[src/rtl/usart_line_rx_if.sv]
// Receive-side buffer bus of usart_line_rx: buffered word, status flags and the pop strobe.
interface usart_line_rx_if;
  logic [8:0] o_word;
  logic       o_valid;
  logic       o_frame_err;
  logic       o_parity_err;
  logic       o_overrun;
  logic       o_busy;
  logic       i_rd;

  modport master (
    output o_word, o_valid, o_frame_err, o_parity_err, o_overrun, o_busy,
    input  i_rd
  );

  modport slave (
    input  o_word, o_valid, o_frame_err, o_parity_err, o_overrun, o_busy,
    output i_rd
  );
endinterface

[src/rtl/usart_line_rx.sv]
// Line-side asynchronous USART frame receiver: 16x oversampling, majority-of-3 bit decision,
// 5..9 data bits, optional even/odd parity, single-entry holding buffer with overrun detection.
module usart_line_rx #(
  parameter int unsigned UBRR_W      = 12,
  parameter int unsigned SYNC_STAGES = 2
) (
  input  logic              i_fosk,
  input  logic              i_rst,
  input  logic              i_rxd,
  input  logic [UBRR_W-1:0] i_ubrr,
  input  logic [2:0]        i_char_size,
  input  logic [1:0]        i_parity,
  usart_line_rx_if.master   rx
);

  localparam logic [2:0] S_IDLE   = 3'd0;
  localparam logic [2:0] S_START  = 3'd1;
  localparam logic [2:0] S_DATA   = 3'd2;
  localparam logic [2:0] S_PARITY = 3'd3;
  localparam logic [2:0] S_STOP   = 3'd4;

  logic [SYNC_STAGES-1:0] r_sync;
  logic                   r_prev;
  logic [UBRR_W-1:0]      r_presc;
  logic [3:0]             r_cnt;
  logic [2:0]             r_state;
  logic [3:0]             r_bitn;
  logic [8:0]             r_shift;
  logic                   r_par;
  logic                   r_s7;
  logic                   r_s8;

  logic [8:0]             r_word;
  logic                   r_valid;
  logic                   r_ferr;
  logic                   r_perr;
  logic                   r_ovr;

  logic                   w_rxd;
  logic                   w_tick;
  logic                   w_bit;
  logic                   w_sample;
  logic                   w_end;
  logic                   w_commit;
  logic                   w_par_en;
  logic [3:0]             w_last_idx;

  assign w_rxd    = r_sync[SYNC_STAGES-1];
  assign w_tick   = (r_presc == '0);
  assign w_bit    = (r_s7 & r_s8) | (r_s7 & w_rxd) | (r_s8 & w_rxd);
  assign w_sample = w_tick && (r_cnt == 4'd9);
  assign w_end    = w_tick && (r_cnt == 4'd15);
  assign w_commit = (r_state == S_STOP) && w_sample;
  assign w_par_en = i_parity[1];

  always_comb begin
    w_last_idx = 4'd7;
    case (i_char_size)
      3'b000:  w_last_idx = 4'd4;
      3'b001:  w_last_idx = 4'd5;
      3'b010:  w_last_idx = 4'd6;
      3'b111:  w_last_idx = 4'd8;
      default: w_last_idx = 4'd7;
    endcase
  end

  always_ff @(posedge i_fosk) begin
    if (i_rst) begin
      r_sync  <= '1;
      r_prev  <= 1'b1;
      r_presc <= i_ubrr;
      r_cnt   <= '0;
      r_state <= S_IDLE;
      r_bitn  <= '0;
      r_shift <= '0;
      r_par   <= 1'b0;
      r_s7    <= 1'b1;
      r_s8    <= 1'b1;
    end else begin
      r_sync  <= {r_sync[SYNC_STAGES-2:0], i_rxd};
      r_prev  <= w_rxd;
      r_presc <= w_tick ? i_ubrr : r_presc - UBRR_W'(1);
      if ((r_state != S_IDLE) && w_tick) begin
        r_cnt <= r_cnt + 4'd1;
        if (r_cnt == 4'd7) r_s7 <= w_rxd;
        if (r_cnt == 4'd8) r_s8 <= w_rxd;
      end
      case (r_state)
        // Requiring r_prev=1 also keeps a low stop bit from re-triggering until the line idles high.
        S_IDLE: begin
          if (r_prev && !w_rxd) begin
            r_cnt   <= '0;
            r_bitn  <= '0;
            r_shift <= '0;
            r_par   <= 1'b0;
            r_state <= S_START;
          end
        end
        S_START: begin
          if (w_sample && w_bit) r_state <= S_IDLE;
          else if (w_end)        r_state <= S_DATA;
        end
        S_DATA: begin
          if (w_sample) begin
            r_shift[r_bitn] <= w_bit;
            r_par           <= r_par ^ w_bit;
          end
          if (w_end) begin
            if (r_bitn == w_last_idx) r_state <= w_par_en ? S_PARITY : S_STOP;
            else                      r_bitn  <= r_bitn + 4'd1;
          end
        end
        S_PARITY: begin
          if (w_sample) r_par   <= r_par ^ w_bit;
          if (w_end)    r_state <= S_STOP;
        end
        S_STOP: begin
          if (w_sample) r_state <= S_IDLE;
        end
        default: r_state <= S_IDLE;
      endcase
    end
  end

  always_ff @(posedge i_fosk) begin
    if (i_rst) begin
      r_word  <= '0;
      r_valid <= 1'b0;
      r_ferr  <= 1'b0;
      r_perr  <= 1'b0;
      r_ovr   <= 1'b0;
    end else if (w_commit) begin
      if (!r_valid || rx.i_rd) begin
        r_word  <= r_shift;
        r_ferr  <= ~w_bit;
        r_perr  <= w_par_en & (r_par ^ i_parity[0]);
        r_valid <= 1'b1;
        r_ovr   <= 1'b0;
      end else begin
        r_ovr <= 1'b1;
      end
    end else if (rx.i_rd && r_valid) begin
      r_valid <= 1'b0;
      r_ovr   <= 1'b0;
    end
  end

  assign rx.o_word       = r_word;
  assign rx.o_valid      = r_valid;
  assign rx.o_frame_err  = r_ferr;
  assign rx.o_parity_err = r_perr;
  assign rx.o_overrun    = r_ovr;
  assign rx.o_busy       = (r_state != S_IDLE);

endmodule

[src/flat_wrapper.sv]
// flat-port wrapper written by rule: the top's interface ports become plain ports
module usart_line_rx_flat 
#(
  parameter int unsigned UBRR_W      = 12,
  parameter int unsigned SYNC_STAGES = 2
)
  (i_fosk, i_rst, i_rxd, i_ubrr, i_char_size, i_parity, rx_o_word, rx_o_valid, rx_o_frame_err, rx_o_parity_err, rx_o_overrun, rx_o_busy, rx_i_rd);
  usart_line_rx_if rx_i ();
  input  logic i_fosk;
  input  logic i_rst;
  input  logic i_rxd;
  input  logic [UBRR_W-1:0] i_ubrr;
  input  logic [2:0] i_char_size;
  input  logic [1:0] i_parity;
  output wire logic [$bits(rx_i.o_word)-1:0] rx_o_word;
  output wire logic [$bits(rx_i.o_valid)-1:0] rx_o_valid;
  output wire logic [$bits(rx_i.o_frame_err)-1:0] rx_o_frame_err;
  output wire logic [$bits(rx_i.o_parity_err)-1:0] rx_o_parity_err;
  output wire logic [$bits(rx_i.o_overrun)-1:0] rx_o_overrun;
  output wire logic [$bits(rx_i.o_busy)-1:0] rx_o_busy;
  input wire logic [$bits(rx_i.i_rd)-1:0] rx_i_rd;
  assign rx_o_word = rx_i.o_word;
  assign rx_o_valid = rx_i.o_valid;
  assign rx_o_frame_err = rx_i.o_frame_err;
  assign rx_o_parity_err = rx_i.o_parity_err;
  assign rx_o_overrun = rx_i.o_overrun;
  assign rx_o_busy = rx_i.o_busy;
  assign rx_i.i_rd = rx_i_rd;
  usart_line_rx #(.UBRR_W(UBRR_W), .SYNC_STAGES(SYNC_STAGES)) u_core (.i_fosk(i_fosk), .i_rst(i_rst), .i_rxd(i_rxd), .i_ubrr(i_ubrr), .i_char_size(i_char_size), .i_parity(i_parity), .rx(rx_i));
endmodule
[config.mk]
export PLATFORM = sky130hd
export DESIGN_NAME = usart_line_rx_flat
export DESIGN_NICKNAME = d
export VERILOG_FILES = /design/src/rtl/usart_line_rx_if.sv /design/src/rtl/usart_line_rx.sv /design/src/flat_wrapper.sv
export SDC_FILE = /design/constraint.sdc
export NUM_CORES = 1
export LEC_CHECK = 0
export ABC_CLOCK_PERIOD_IN_PS = 2350
export CAP_MARGIN = 15
export CORE_AREA = 2 2 72 74
export CTS_CLUSTER_DIAMETER = 60
export CTS_CLUSTER_SIZE = 28
export DETAILED_ROUTE_END_ITERATION = 8
export DIE_AREA = 0 0 74 76
export MAX_ROUTING_LAYER = met4
export PLACE_DENSITY = 0.87
export SETUP_SLACK_MARGIN = 0.1
export SYNTH_ARGS = -nofsm -noshare
export SYNTH_HDL_FRONTEND = slang
export SYNTH_SLANG_ARGS = --single-unit
export TNS_END_PERCENT = 20
[constraint.sdc]
create_clock -name i_fosk -period 2.35 [get_ports i_fosk]
set_clock_uncertainty 0.15 [all_clocks]
set_input_delay 0.5875 -clock i_fosk [delete_from_list [all_inputs] [get_ports i_fosk]]
set_output_delay 0.5875 -clock i_fosk [all_outputs]
set_load 0.01 [all_outputs]
==> impl_metrics.toml, run 1 <==
[drt]
drt_iter0_markers = 128
routed-via-count = 2224
wl_per_cell_um = 14.1
viasPerCell = 5.48
wirelength_um = 5710
drtPass1Iterations = 4
drcViolationCount = 0
drtAntennaViolNets = 0

[synthesis]
ys_ff_latch = 51
yosysTopAreaCellShare = 0.401
synthesis.area_sq_mm = 0.00254
synth_nets = 318
synth_warnings = 0
synth_ff_type = "dfxtp_1"
seq_area_frac_synth = 0.401
async_flop_share = 0
syn_inst = 289
synth_cell_types = 51
avgSynthCellArea_sq_um = 8.80
synth_edf_count = 0
synth_top_area_cell = "dfxtp_1"
yosys-top-cells-area = "dfxtp_1, mux2i_1, nand2_1, xnor2_1, ha_1"

[floorplanning]
die_x_um = 74
num_rows = 26
io_pins = 35
die_h_um = 76
core_area_sq_mm = 0.00491
design.die.area_sq_mm = 0.00562
start_util = 0.518

[power]
vdd_drop_max_mv = 0.272
p_clk_frac = 0.324
p_comb_frac = 0.177
switching_share = 0.266
intPower_mw = 1.43
power.share.sequential = 0.499
leakagePower_nw = 1.26
p_sw_mw = 0.518
finalPower_mw = 1.95
cellPowerDensity_mw_per_mm2 = 615

[setup_path]
cp.depth = 3
reg2regPathDepth = 6
crit_arrival_ns = 1.47
endpoint = "rx_o_busy"
criticalPathCategory = "reg2out"
r2r-start = "u_core.r_presc[3]"
critPathTopFamily = "buffers and inverters"
slowest_stage = "clkdlybuf4s50_1"
required_ns = 1.61
cp_max_fo = 12
cp-end-kind = "primary output"
cpPeakStageDelay_ns = 0.54
cp_num_buf_inv = 2
rrSetupSlack_ns = 0.19
rr_endpoint = "u_core.r_shift[4]"
startpoint_type = "flop"
cp-startpoint = "u_core.r_state[1]"
crit_chain = "nor3_2 > inv_1 > clkdlybuf4s50_1"

[clock_network]
hold_buffers = 0
clk_latency_ns = 0.31
clk_pin_slew_ns = 0.09
clock_tree.buffer_depth = 2
post_cts_buffers = 0
clock_sinks = 51
numCtsBuffers = 5
htreeDepth = 2
cts_tree = "done"
clk_root_buffer_cell = "clkbuf_8"

[grt]
grt_overflow = 0
grt_pass1_vias = 2150
track_usage = 0.229
antenna_found_initial = 0
grt_max_degree = 23
grt_pass1_wl_um = 9890

[outcome]
status = "finished clean"

[finish]
area_delta_synth_final_pct = 24.4
fill_cells = 396
fin_util = 0.644
diodes = 0
final_cells = 406
mostFrequentLayoutCell = "dfxtp_1"
final_cell_mix = "dfxtp_1, clkdlybuf4s50_1, nand2_1, nor2_1, mux2i_1"
drive_above_1_share = 0.101
fin_nets = 364

[min_path]
min_from = "u_core.r_sync[0]"
hold_path.class = "reg2reg"

[sta]
timing.final.crit_share = 0.939
fin_crit_ns = 2.21
rsz0062_at_grt = "yes"
tightest_slew_ns = 0.568
fin_hold_ws_ns = 0.260
setup-tns-final_ns = 0
slew_headroom = 0.617
hold_viol_final = 0
final-setup-viol-count = 0
drv_slew = 0
fmax_ghz = 0.453

[run]
cap_violations = 0

[placement]
place_hpwl_um = 4130
gp_congestion = 0.908
io_buffers = 34
place_inst = 398
[power groups by stage]
stage / combinational (mW) / clock (mW) / sequential (mW)
global route: 0.380 / 0.686 / 0.976
global placement: 0.325 / 0 / 0.979
detailed placement: 0.336 / 0 / 0.982
floorplan: 0.224 / 0 / 0.959
finish: 0.344 / 0.631 / 0.971
CTS: 0.342 / 0.640 / 0.967
[metrics by stage]
step / area, sq um / worst slack, ns
5_1_grt: 3160 / -0.0129
6_report: 3160 / 0.143
2_1_floorplan: 2540 / 0.345
3_3_place_gp: 3030 / -0.0531
3_5_place_dp: 3030 / -0.0841
4_1_cts: 3160 / 0.134
[timing repair]
item | CTS | global route
setup endpoints to repair | 1 | 13
resized for setup | 3 | 1
endpoints found under the hold margin | 0 | 0
[cell type report]
class | instances | area [sq um] | share of cell area
Timing Repair Buffer | 49 | 453 | 0.143
Inverter | 15 | 56.3 | 0.0178
Clock inverter | 2 | 35.0 | 0.0111
Clock buffer | 6 | 82.6 | 0.0261
Sequential cell | 51 | 1020 | 0.323
Tap cell | 70 | 87.6 | 0.0277
Multi-Input combinational cell | 213 | 1430 | 0.451
[cells in the mapped netlist (3+ instances only)]
library cell / number
nor2b_1: 5
nor3_1: 10
nand4_1: 4
buf_2: 5
nand3_1: 15
xnor2_1: 12
nor3b_1: 3
xor2_1: 4
inv_1: 14
clkbuf_1: 4
dfxtp_1: 51
o21ai_0: 18
or3_1: 3
nor4_1: 3
a21oi_1: 9
ha_1: 8
mux2i_1: 22
nand2_1: 32
nor2_1: 24
nor4bb_1: 3
nand3b_1: 3
nand2b_1: 3
[flip-flops by register name, summed over array words and instances, names as in the netlist, 2 cells and up]
| register | flops |
|---|---|
| u_core.r_presc | 12 |
| u_core.r_bitn | 4 |
| u_core.r_sync | 2 |
| u_core.r_cnt | 4 |
| u_core.rx.o_word | 9 |
| u_core.r_shift | 9 |
| u_core.r_state | 3 |
[kinds of logic after synthesis]
group | count (synthesis) | share of synthesized area
buffers and inverters | 25 | 0.0423
AND/OR/NAND/NOR | 120 | 0.250
flip-flops | 51 | 0.401
multiplexers | 23 | 0.0910
adder cells (fa/ha/maj) | 8 | 0.0394
XOR/XNOR | 16 | 0.0551
AO/OA/AOI/OAI | 46 | 0.121
[how the worst min path moves through the flow]
stage          depth (start not counted)               end  slack, ns
3_3_place_gp                           1  u_core.r_sync[1]       0.24
4_1_cts                                1  u_core.r_sync[1]       0.27
6_report                               1  u_core.r_sync[1]       0.26
5_1_grt                                1  u_core.r_sync[1]       0.29
3_5_place_dp                           1  u_core.r_sync[1]       0.25
2_1_floorplan                          1  u_core.r_sync[1]       0.24
[per-layer routing]
metal  vias to the layer above  global-route usage  wire length [um]
met2                        56               0.348              2740
met4                         0              0.0909               119
met5                         -                   -                 0
li1                       1100                   -                 -
met3                        12              0.0463               235
met1                      1056               0.297              2620
No activity file was read; power rests on OpenSTA's default activity.
==> run 2: changes to the inputs <==
Settings changed: CORE_AREA 2 2 72 74 to 4 4 74 76, DIE_AREA 0 0 74 76 to 0 0 78 80.
==> run 2 against run 1 <==
Against the previous run:
- combinational power increased by 2%
- global-route usage decreased by 3.0 points
- sequential power hardly changed
- sequential share of layout area is essentially flat
- register-to-register slack better by 0.06 ns
- highest routed layer unchanged
- cell count shrank 0.74%
- non-clock buffer count did not move
- hold slack better by 0.013 ns
- total power is 3.7% lower
- critical path type is now in2reg
- maximum frequency up 2.6%
- die area is 11% higher
==> impl_metrics.toml, run 2 (synthesis gave the netlist of run 1 again) <==
[drt]
drtPass1Iterations = 4
routed-via-count = 2222
drcViolationCount = 0
wl_per_cell_um = 14.0
drtAntennaViolNets = 0
wirelength_um = 5640
viasPerCell = 5.51
drt_iter0_markers = 180

[clock_network]
clock_tree.buffer_depth = 2
htreeDepth = 2
clk_root_buffer_cell = "clkbuf_8"
clk_latency_ns = 0.31
cts_tree = "done"
clk_pin_slew_ns = 0.09
post_cts_buffers = 0
numCtsBuffers = 5
clock_sinks = 51

[floorplanning]
io_pins = 35
design.die.area_sq_mm = 0.00624
die_h_um = 80
start_util = 0.539
core_area_sq_mm = 0.00472
die_x_um = 78
num_rows = 25

[power]
p_comb_frac = 0.187
p_clk_frac = 0.294
intPower_mw = 1.36
p_sw_mw = 0.515
power.share.sequential = 0.519
switching_share = 0.275
finalPower_mw = 1.87
leakagePower_nw = 1.27
cellPowerDensity_mw_per_mm2 = 591
vdd_drop_max_mv = 0.287

[setup_path]
crit_arrival_ns = 2.19
required_ns = 2.39
criticalPathCategory = "in2reg"
cp_max_fo = 3
cp-end-kind = "flop"
startpoint_type = "input port"

[finish]
fill_cells = 393
final_cell_mix = "dfxtp_1, clkdlybuf4s50_1, nand2_1, nor2_1, mux2i_1"
drive_above_1_share = 0.101
area_delta_synth_final_pct = 24.7
largest_reg_flops = 12
diodes = 0
fin_nets = 364
fin_util = 0.672
finalInstanceArea_sq_mm = 0.00317
mostFrequentLayoutCell = "dfxtp_1"
final_cells = 403
largest_register = "u_core.r_presc"

[placement]
pre_cts_ws_ns = -0.117
io_buffers = 34
dpl-instance-area_sq_mm = 0.00304
place_inst = 395
gp_congestion = 0.801
place_hpwl_um = 4120

[sta]
final-setup-viol-count = 0
fin_hold_ws_ns = 0.273
slew_headroom = 0.653
drv_slew = 0
hold_viol_final = 0
fmax_ghz = 0.465
tightest_slew_ns = 0.515
setup-tns-final_ns = 0
timing.final.crit_share = 0.915
fin_crit_ns = 2.15
rsz0062_at_grt = "yes"
worst_slack_ns = 0.199

[grt]
grt_pass1_wl_um = 9800
grt_pass1_vias = 2134
grt_max_degree = 25
track_usage = 0.199
grt_overflow = 0
antenna_found_initial = 0

[run]
cap_violations = 0

[outcome]
status = "finished clean"

[min_path]
hold_path.class = "reg2reg"
## run 2: metal layers
| layer | GRT usage | wire, um | vias to the layer above |
|---|---|---|---|
| li1 | - | - | 1105 |
| met1 | 0.249 | 2630 | 1047 |
| met2 | 0.318 | 2690 | 63 |
| met3 | 0.0451 | 281 | 7 |
| met4 | 0.0717 | 41 | 0 |
| met5 | - | 0 | - |
## run 2: timing repair
action / 4_1_cts / 5_1_grt
hold buffers: 0 / 0
gates cloned: 0 / 0
gates resized for setup: 3 / 5
endpoints found under the setup margin: 1 / 20
## run 2: worst max-delay path: stages
cell and delay [ns]:
clkdlybuf4s50_1 0.50, nor4bb_1 0.30, a22o_1 0.22, a21o_1 0.16, o211ai_2 0.10, mux2_1 0.32
## run 2: area by class of cell
| class | instances | area (sq um) | share of cell area |
|---|---|---|---|
| repair buffers | 49 | 468 | 0.147 |
| multi-input cells | 213 | 1430 | 0.452 |
| well taps | 67 | 83.8 | 0.0264 |
| clock buffers | 7 | 96.3 | 0.0304 |
| inverters | 15 | 56.3 | 0.0177 |
| clock inverters | 1 | 7.51 | 0.00237 |
| flip-flops and latches | 51 | 1030 | 0.324 |
## run 2: power groups by stage
| stage | Sequential [mW] | Clock [mW] | Combinational [mW] |
|---|---|---|---|
| after detailed placement | 0.982 | 0 | 0.339 |
| final | 0.973 | 0.551 | 0.351 |
| after global routing | 0.979 | 0.603 | 0.386 |
| after CTS | 0.966 | 0.556 | 0.344 |
| after global placement | 0.978 | 0 | 0.330 |
| after floorplan | 0.959 | 0 | 0.224 |
## run 2: path summary, 6_finish.rpt
kind	start	to	slack (ns)	cells past startpoint
max	i_char_size[1]	u_core.r_state[0]	0.20	6
min	u_core.r_sync[0]	u_core.r_sync[1]	0.27	1
max reg2reg	u_core.r_presc[0]	u_core.r_s8	0.25	8
min reg2reg	u_core.r_sync[0]	u_core.r_sync[1]	0.27	1
